[config.mk]
export PLATFORM = sky130hd
export DESIGN_NAME = mem_port_arbiter
export DESIGN_NICKNAME = d
export VERILOG_FILES = /design/src/rtl/mem_port_arbiter_pkg.sv /design/src/rtl/mem_port_arbiter_rr_arb2.sv /design/src/rtl/mem_port_arbiter.sv
export SDC_FILE = /design/constraint.sdc
export NUM_CORES = 1
export LEC_CHECK = 0
export ABC_CLOCK_PERIOD_IN_PS = 3890
export CORE_AREA = 4 4 344 346
export CTS_CLUSTER_DIAMETER = 60
export DETAILED_ROUTE_END_ITERATION = 6
export DIE_AREA = 0 0 348 350
export PLACE_DENSITY_LB_ADDON = 0.25
export SLEW_MARGIN = 0
export SYNTH_ARGS = -nofsm -noshare
export SYNTH_HDL_FRONTEND = slang
export SYNTH_HIERARCHICAL = 1
export SYNTH_SLANG_ARGS = --single-unit
[constraint.sdc]
create_clock -name clk -period 3.89 [get_ports clk]
set_input_delay 0.389 -clock clk [delete_from_list [all_inputs] [get_ports clk]]
set_output_delay 0.389 -clock clk [all_outputs]
set_load 0.05 [all_outputs]
[src/rtl/mem_port_arbiter_pkg.sv]
// mem_port_arbiter_pkg: shared FSM encoding and default widths for the two-client memory port arbiter.
package mem_port_arbiter_pkg;
  localparam int CTAG_W = 5;
  localparam int DATA_BEATS = 4;
  localparam int ID_W = 1;
  typedef enum logic [1:0] {IDLE, CMD, WDATA} state_t;
endpackage

[src/rtl/mem_port_arbiter_rr_arb2.sv]
// rr_arb2: two-way round-robin pick; on a tie the client not granted last wins.
module rr_arb2 (
  input  logic [1:0] req,
  input  logic       last,
  output logic       win
);
  always_comb win = &req ? ~last : req[1];
endmodule

[src/rtl/mem_port_arbiter.sv]
// mem_port_arbiter: shares one downstream memory port between two clients, locking the grant
// for the whole command plus write burst and routing read responses back by tag.
module mem_port_arbiter #(
  parameter int ADDR_W = 26,
  parameter int DATA_BEATS = mem_port_arbiter_pkg::DATA_BEATS,
  parameter int CTAG_W = mem_port_arbiter_pkg::CTAG_W
) (
  input  logic                                       clk,
  input  logic                                       reset_n,
  input  logic                                       c0_cmd_valid,
  output logic                                       c0_cmd_ready,
  input  logic [ADDR_W-1:0]                          c0_cmd_addr,
  input  logic [CTAG_W-1:0]                          c0_cmd_tag,
  input  logic                                       c0_cmd_rw,
  input  logic                                       c0_data_valid,
  output logic                                       c0_data_ready,
  input  logic [127:0]                               c0_data_bits,
  output logic                                       c0_resp_valid,
  output logic [127:0]                               c0_resp_data,
  output logic [CTAG_W-1:0]                          c0_resp_tag,
  input  logic                                       c1_cmd_valid,
  output logic                                       c1_cmd_ready,
  input  logic [ADDR_W-1:0]                          c1_cmd_addr,
  input  logic [CTAG_W-1:0]                          c1_cmd_tag,
  input  logic                                       c1_cmd_rw,
  input  logic                                       c1_data_valid,
  output logic                                       c1_data_ready,
  input  logic [127:0]                               c1_data_bits,
  output logic                                       c1_resp_valid,
  output logic [127:0]                               c1_resp_data,
  output logic [CTAG_W-1:0]                          c1_resp_tag,
  output logic                                       m_cmd_valid,
  input  logic                                       m_cmd_ready,
  output logic [ADDR_W-1:0]                          m_cmd_addr,
  output logic [CTAG_W+mem_port_arbiter_pkg::ID_W-1:0] m_cmd_tag,
  output logic                                       m_cmd_rw,
  output logic                                       m_data_valid,
  input  logic                                       m_data_ready,
  output logic [127:0]                               m_data_bits,
  input  logic                                       m_resp_valid,
  input  logic [127:0]                               m_resp_data,
  input  logic [CTAG_W+mem_port_arbiter_pkg::ID_W-1:0] m_resp_tag,
  output logic                                       grant,
  output logic                                       busy
);
  import mem_port_arbiter_pkg::*;
  localparam int BW = (DATA_BEATS > 1) ? $clog2(DATA_BEATS) : 1;
  localparam logic [BW-1:0] LAST_BEAT = BW'(DATA_BEATS - 1);
  state_t state, state_n;
  logic last, win, sel_valid, sel_rw, sel_dvalid, cmd_hs, data_hs, in_wdata, burst_end;
  logic [ADDR_W-1:0] sel_addr;
  logic [CTAG_W-1:0] sel_tag;
  logic [BW-1:0] beat;
  rr_arb2 u_arb (.req({c1_cmd_valid, c0_cmd_valid}), .last(last), .win(win));
  always_comb begin
    sel_valid = grant ? c1_cmd_valid : c0_cmd_valid;
    sel_rw = grant ? c1_cmd_rw : c0_cmd_rw;
    sel_dvalid = grant ? c1_data_valid : c0_data_valid;
    sel_addr = grant ? c1_cmd_addr : c0_cmd_addr;
    sel_tag = grant ? c1_cmd_tag : c0_cmd_tag;
    in_wdata = state == WDATA;
    m_cmd_valid = (state == CMD) && sel_valid && (!sel_rw || sel_dvalid);
    m_cmd_addr = sel_addr;
    m_cmd_rw = sel_rw;
    m_cmd_tag = {grant, sel_tag};
    cmd_hs = m_cmd_valid && m_cmd_ready;
    c0_cmd_ready = cmd_hs && !grant;
    c1_cmd_ready = cmd_hs && grant;
    m_data_valid = in_wdata && sel_dvalid;
    m_data_bits = grant ? c1_data_bits : c0_data_bits;
    c0_data_ready = in_wdata && !grant && m_data_ready;
    c1_data_ready = in_wdata && grant && m_data_ready;
    data_hs = m_data_valid && m_data_ready;
    burst_end = data_hs && beat == LAST_BEAT;
    busy = state != IDLE;
    state_n = state;
    case (state)
      IDLE:    state_n = (c0_cmd_valid || c1_cmd_valid) ? CMD : IDLE;
      CMD:     state_n = !sel_valid ? IDLE : !cmd_hs ? CMD : sel_rw ? WDATA : IDLE;
      WDATA:   state_n = burst_end ? IDLE : WDATA;
      default: state_n = IDLE;
    endcase
  end
  // Responses bypass the FSM entirely; the tag MSB names the owning client.
  always_comb begin
    c0_resp_valid = reset_n && m_resp_valid && !m_resp_tag[CTAG_W];
    c1_resp_valid = reset_n && m_resp_valid && m_resp_tag[CTAG_W];
    c0_resp_tag = m_resp_tag[CTAG_W-1:0];
    c1_resp_tag = m_resp_tag[CTAG_W-1:0];
    c0_resp_data = m_resp_data;
    c1_resp_data = m_resp_data;
  end
  always_ff @(posedge clk or negedge reset_n) begin
    if (!reset_n) begin
      state <= IDLE;
      grant <= 1'b0;
      last <= 1'b1;
      beat <= '0;
    end else begin
      state <= state_n;
      if (state == IDLE && (c0_cmd_valid || c1_cmd_valid)) grant <= win;
      if (cmd_hs) last <= grant;
      if (cmd_hs || burst_end) beat <= '0;
      else if (data_hs) beat <= beat + 1'b1;
    end
  end
endmodule
# Word-level counts from Yosys, hierarchy flattened

Index checks and enable logic that the tools add are counted.

Register bits after elaboration: 6
Bits of input ports: 463
Output and inout bits: 437

$add $sub $neg: 1
Bitwise operators: 1
Equal/unequal tests: 3
Multiplexer cells: 15
Reductions and logical operators: 26

Operators by type and width:

| kind                                                             | number |
|---|---|
| 128-bit 2-to-1 mux                                               | 1 |
| 26-bit 2-to-1 mux                                                | 1 |
| 1-bit logical AND                                                | 16 |
| 2-bit 2-to-1 mux                                                 | 6 |
| 2-bit case mux with 3 select lines                               | 1 |
| 1-bit 2-to-1 mux                                                 | 5 |
| 5-bit 2-to-1 mux                                                 | 1 |
| 2-bit == test (second input constant)                            | 2 |
| 2-bit nonzero test                                               | 2 |
| 1-bit logical NOT                                                | 3 |
| 1-bit logical OR                                                 | 3 |
| 2-bit by 1-bit adder with 2-bit output (second input constant)   | 1 |
| 2-bit by 1-bit == test with 1-bit output (second input constant) | 1 |
| 2-bit logical NOT                                                | 1 |
| 2-bit AND reduction                                              | 1 |
| 1-bit inverter                                                   | 1 |

# Logic depth before layout (Yosys ltp)

Gate-level depths: netlist of the first run.

Depth in word-level cells: 8
Gate-level depth with buffers: 7
Mapped depth without buffers: 4

# Hierarchy

Netlist of the first run, hierarchy kept.

By module, submodules not included:

| module           | cells each | instances | area an instance (µm²) |
|---|---|---|---|
| mem_port_arbiter | 495        | 1         | 4315.4 |
| rr_arb2          | 1          | 1         | 11.3 |

# Least setup slack after synthesis of the first run

Ideal clock, no wire load.

Path type: register -> output
From: reg grant
To: out m_data_valid
Stages on the path, launching flop included: 4
Arrival: 2.116 ns
Path buffers: 1
Setup slack: 1.385 ns
Cell sequence: dfrtp_1 buf_6 mux2i_1 nor3b_1

Longest elaborated chain between the ends: 2

RTL lines:

| element                | line                    | RTL |
|---|---|---|
| from (decl)            | mem_port_arbiter.sv:43  | `output logic grant,` |
| from (signal assigned) | mem_port_arbiter.sv:101 | `if (state == IDLE && (c0_cmd_valid \|\| c1_cmd_valid)) grant <= win;` |
| 1-bit 2-to-1 mux       | mem_port_arbiter.sv:58  | `sel_dvalid = grant ? c1_data_valid : c0_data_valid;` |
| 1-bit logical AND      | mem_port_arbiter.sv:69  | `m_data_valid = in_wdata && sel_dvalid;` |
| to (decl)              | mem_port_arbiter.sv:37  | `output logic m_data_valid,` |

No other way between the ends.

# Final worst setup path of the first run

From: reg grant
To: out m_cmd_addr[13]

Longest elaborated chain between the ends: 1

RTL lines:

| element           | line                   | RTL |
|---|---|---|
| 26-bit 2-to-1 mux | mem_port_arbiter.sv:59 | `sel_addr = grant ? c1_cmd_addr : c0_cmd_addr;` |
| to (decl)         | mem_port_arbiter.sv:34 | `output logic [ADDR_W-1:0] m_cmd_addr,` |

No other way between the ends.

==> results by group, run 1 <==
Status
  – Status: completed

Timing
  – Max-slew violations: 0
  – RSZ-0062 raised after global routing: no
  – F_max: 334.3 MHz
  – Setup violations, final: 0
  – Worst clock skew: 0.003862 ns
  – Final min period: 2.991 ns
  – Worst slew pin tran: 0.7815 ns
  – Setup TNS Final: 0 ns
  – Worst slew margin: 47.74%
  – Final critical-path share of the clock period: 76.90%
  – Final WS setup: 0.8985 ns
  – Final Hold Violating Endpoints: 0

Yosys
  – Async SR Flop Fraction: 100.0%
  – Post-synthesis sequential area ratio: 3.499%
  – Ys flop type: dfrtp_1
  – Net count after synthesis: 960
  – Syn. warnings: 6
  – Area contributors post-synth: buf_4 (46%), mux2_2 (41%), dfrtp_1 (2.9%)
  – Yosys top cell area share: 46.33%
  – Avg Inst Size Synth: 8.723 µm²
  – Top post-synthesis cells by count: buf_4 (267), mux2_2 (159), buf_2 (18), nand2_1 (8), nor2_1 (7)
  – Count leader, synth: buf_4
  – Synth unique cells: 27
  – #FFs+latches synth: 6
  – Area leader, netlist: buf_4
  – EDFF count, synth: 0
  – Mapped Area: 4327 µm²
  – Syn Inst Count: 496

Place
  – Routability Congestion: 0.8200
  – Post-DP HPWL: 36.43 mm
  – IO buf count: 500
  – Pre-CTS WS: 0.9967 ns

Setup path
  – Buf/Inv on CP: 3
  – Crit-path leading delay family: buffers and inverters
  – Endpoint arrival time on the critical path: 2.60 ns
  – R2R Path Start: grant$_DFFE_PN0P_
  – Slowest-stage cell, CP: clkdlybuf4s50_1
  – Critical path type: reg -> out
  – Cell breakdown of the critical path: buf_12 > buf_4 > mux2_2 > clkdlybuf4s50_1
  – Critical-path maximum fanout: 60
  – Max stage delay on crit path: 0.70 ns
  – Critical Path Start: grant$_DFFE_PN0P_
  – WP data required: 3.50 ns
  – CP endpoint kind: primary output
  – Crit path launch type: register

Die
  – Placeable core area: 115400 µm²
  – Die Wd: 348 µm
  – I/O pin cnt: 900
  – Initial core utilization: 3.749%
  – Num rows: 125
  – Die Height: 350 µm
  – Die area: 121800 µm²

GRT
  – Initial antenna violation count: 8
  – Remaining global-route overflow: 0
  – Vias in the first global route: 5022
  – Largest net degree at the start of global routing: 73
  – Global-route wire length before repair: 48.78 mm
  – Total GRT Usage: 5.975%

Cells and area
  – Layout cells sized above 1: 25.87%
  – NumNets Final: 1184
  – P&R area growth vs syn: 113.9%

Route
  – DRC viols: 0
  – Final WL: 39.81 mm
  – Routed vias/inst: 1.940
  – 1st-iter DRT viols: 113
  – DRT antenna net count: 0
  – Via count: 4356
  – Avg WL per Cell: 17.73 µm
  – Drt pass-1 iters: 4

Clock network
  – Clk_lat worst skew: 0.23 ns
  – Post-CTS setup buffer count: 0
  – Hold_buf cts: 0
  – Post-cts gate resize count: 0
  – Clk root buf: clkbuf_16
  – CTS tree: yes
  – Longest Clk Path Bufs: 2
  – Reg clk slew, reported paths: 0.04 ns
  – H-tree lvl count: 1
  – TritonCTS Buffers: 3
  – Clk sinks: 6

Flow run
  – MaxCap Viol Count: 0

Power
  – Worst vdd ir: 0.0003077 V
  – PwrDens: 541.1 nW/µm²
  – Pleak: 2.849 nW

Min path
  – Hold crit path type: in -> async
[flip-flops by register name, indices dropped and copies added, names as in the netlist]
register	flops
beat	2
state	2
grant	1
last	1
[final cells by class]
type / instances / area (µm²)
flip-flops and latches: 6 / 155.1
clock buffers: 4 / 78.83
fillers: 13440 / 106200
well taps: 1524 / 1907
inverters: 3 / 11.26
repair buffers: 505 / 5040
diodes: 2 / 5.005
multi-input cells: 201 / 2058
[layer usage]
metal / part of all wire [%] / vias up / routed length, µm / track usage [%]
li1: - / 1837 / - / -
met1: 33 / 1850 / 13170 / 5.782
met2: 46 / 629 / 18190 / 9.940
met3: 18 / 38 / 7248 / 4.744
met4: 3.0 / 2 / 1178 / 1.449
met5: 0.033 / - / 13 / 0
[kinds of logic (layout without fill, tap and decap cells)]
group                    count (synthesis)  after routing  share of synthesized area, %
AND/OR/NAND/NOR                         28             28                         3.586
other                                    0              2                             0
AO/OA/AOI/OAI                           10             10                         1.504
buffers and inverters                  289            512                         48.93
multiplexers                           162            162                         42.19
adder cells (fa/ha/maj)                  1              1                        0.2891
flip-flops                               6              6                         3.499
[stage by stage]
step           power, mW  cells  instance area, µm²  utilization [%]  hold WS [ns]
6_report           5.008   2245                9255            8.018        0.4253
5_1_grt            5.238   2245                9255            8.018        0.4534
4_1_cts            5.152   2243                9250            8.014        0.4410
3_5_place_dp       4.956   2239                9171            7.946        0.5474
3_3_place_gp       4.976   2239                9171            7.946        0.5439
2_1_floorplan      3.802    496                4327                -       0.09341
[power breakdown]
part | switching (mW) | leakage [nW] | internal, mW
clock | 0.0346 | 0.0382 | 0.136
sequential | 0.0367 | 0.0749 | 0.0927
combinational | 2.93 | 2.74 | 1.78
total | 3.00 | 2.85 | 2.01
[placed cells by master (no fill, tap or decap)]
cell and count:
clkdlybuf4s50_1 489, mux2_2 159, buf_4 14, nand2_1 8, nor2_1 7, o21ai_0 4, dfrtp_1 4, inv_1 3
and2_1 3, clkbuf_16 3, diode_2 2, nand3_1 2, mux2i_1 2, nand3b_1 2, a21oi_1 2, buf_12 2
nand2b_4 1, nor3_2 1, o211ai_1 1, or2_2 1, o22a_1 1, a21o_1 1, and3_4 1, nor3b_1 1
and3_1 1, mux2_4 1, ha_1 1, clkbuf_1 1, dfrtp_4 1, dfstp_2 1, a21boi_2 1
[final timing paths]
| path | to | slack (ns) | cells after the start |
|---|---|---|---|
| max reg2reg | last$_DFFE_PN1P_ | 2.30 | 4 |
| max | m_cmd_addr[13] | 0.90 | 4 |
| min | state[1]$_DFF_PN0_ | 0.43 | 1 |
| max in group asynchronous | last$_DFFE_PN1P_ | 3.17 | 1 |
| min reg2reg | beat[1]$_DFFE_PN0P_ | 0.55 | 2 |
| min in group clk | beat[1]$_DFFE_PN0P_ | 0.55 | 2 |
No activity file was read; power rests on OpenSTA's default activity.
==> run 2: changes to the inputs <==
ABC_CLOCK_PERIOD_IN_PS = 2900   (was 3890)
CORE_AREA = 4 4 351 353   (was 4 4 344 346)
DIE_AREA = 0 0 355 357   (was 0 0 348 350)
clock period = 2.9 ns   (was 3.89 ns; I/O delays follow)
==> results by group, run 2 (synthesized netlist as in run 1, its figures left out) <==
Cells and area
  – # diodes: 0
  – Finished Layout Cells: 2329
  – Layout cells sized above 1: 37.52%
  – Post-route cell area: 9633 µm²
  – P&R area growth vs syn: 122.6%
  – FILL cells: 14020
  – NumNets Final: 1182
  – Regs by FF count: beat (2), state (2)
  – Commonest cells after routing, fill and taps aside: clkdlybuf4s50_1 (404), mux2_2 (159), buf_4 (57)
  – Commonest non-fill, non-tap cell in the layout: clkdlybuf4s50_1
  – Finished Core Util: 8.040%

Timing
  – Max-slew violations: 0
  – Setup violations, final: 0
  – F_max: 407.1 MHz
  – Worst clock skew: 0.001424 ns
  – Setup TNS Final: 0 ns
  – Final critical-path share of the clock period: 84.71%
  – RSZ-0062 raised after global routing: no
  – Final Hold Violating Endpoints: 0
  – Final min period: 2.457 ns
  – Worst slew pin tran: 0.5867 ns
  – Worst slew margin: 60.76%

Power
  – Pleak: 3.095 nW
  – Worst vdd ir: 0.0003383 V
  – Final total power: 7.102 mW
  – PwrDens: 737.2 nW/µm²

Place
  – IO buf count: 500
  – DP Area: 9554 µm²
  – Placed Cells: 2325
  – Routability Congestion: 0.8899
  – Post-DP HPWL: 33.95 mm

Flow run
  – MaxCap Viol Count: 0

Clock network
  – Clk root buf: clkbuf_16
  – Post-CTS setup buffer count: 0
  – CTS tree: yes
  – Post-cts gate resize count: 0
  – Hold_buf cts: 0
  – TritonCTS Buffers: 3
  – H-tree lvl count: 1
  – Clk sinks: 6
  – Reg clk slew, reported paths: 0.03 ns
  – Longest Clk Path Bufs: 2
  – Clk_lat worst skew: 0.23 ns

GRT
  – Largest net degree at the start of global routing: 71
  – Remaining global-route overflow: 0
  – Global-route wire length before repair: 45.62 mm
  – Total GRT Usage: 5.297%
  – Initial antenna violation count: 2
  – Vias in the first global route: 4837

Status
  – Status: completed

Setup path
  – Endpoint arrival time on the critical path: 2.17 ns
  – R2R cell count: 5
  – WP data required: 2.61 ns
  – Worst reg-to-reg setup slack: 1.09 ns
  – Critical path type: reg -> out
  – CP endpoint kind: primary output
  – R2R Path Start: grant$_DFFE_PN0P_
  – Critical-path maximum fanout: 69
  – RR Endpoint: last$_DFFE_PN1P_
  – Crit path launch type: register

Die
  – Die Height: 357 µm
  – Placeable core area: 119800 µm²
  – Die Wd: 355 µm
  – I/O pin cnt: 900
  – Initial core utilization: 3.611%
  – Die area: 126700 µm²
  – Num rows: 127

Route
  – DRC viols: 0
  – 1st-iter DRT viols: 83
  – Via count: 4253
  – Routed vias/inst: 1.826
  – DRT antenna net count: 0
  – Avg WL per Cell: 15.90 µm
  – Drt pass-1 iters: 4
  – Final WL: 37.02 mm

Min path
  – Hold crit path type: in -> async
run 2: cell types whose count changed in the layout (fill, tap and decap cells not counted), sizes merged:
| cell | delta |
|---|---|
| clkdlybuf4s50 | -85 |
| buf | +83 |
| diode | -2 |
run 2: worst max path at each step:
stage	from	to	slack [ns]	depth (start not counted)
final	grant$_DFFE_PN0P_	m_data_bits[88]	0.44	3
after global routing	grant$_DFFE_PN0P_	m_data_bits[88]	0.39	3
after CTS	grant$_DFFE_PN0P_	m_data_bits[88]	0.42	3
after detailed placement	reset_n	c1_resp_valid	0.63	3
after global placement	reset_n	c0_resp_valid	0.60	4
after floorplan	grant$_DFFE_PN0P_	m_data_valid	0.49	3
run 2: metal layers:
metal / track usage [%] / share of wire (%)
met1: 6.040 / 38
met2: 8.148 / 43
met3: 4.156 / 19
met4: 0.3028 / 0.63
met5: 0 / 0
run 2: final cells by class:
cell class | count | area, µm² | area share [%]
inverter | 3 | 11.26 | 0.1169
multi-input combinational | 201 | 2058 | 21.37
clock buffer | 4 | 78.83 | 0.8183
tap | 1612 | 2017 | 20.94
timing repair buffer | 503 | 5313 | 55.15
sequential | 6 | 155.1 | 1.611
run 2: through the flow:
step                setup slack [ns]  hold WS, ns
floorplan                     0.4942    -0.005591
global placement              0.5950       0.5584
detailed placement            0.6311       0.5610
CTS                           0.4217       0.3319
global route                  0.3905       0.3385
finish                        0.4434       0.3284
run 2: worst max-delay path: stages (launching register included):
cell and delay (ns):
dfrtp_4 0.43, buf_12 0.30, mux2_2 0.38, clkdlybuf4s50_1 0.73
run 2: power by group:
| group | switching [mW] | leakage, nW | internal (mW) |
|---|---|---|---|
| clock | 0.0479 | 0.0382 | 0.182 |
| sequential | 0.0336 | 0.0749 | 0.124 |
| combinational | 4.06 | 2.98 | 2.66 |
| total | 4.14 | 3.10 | 2.96 |
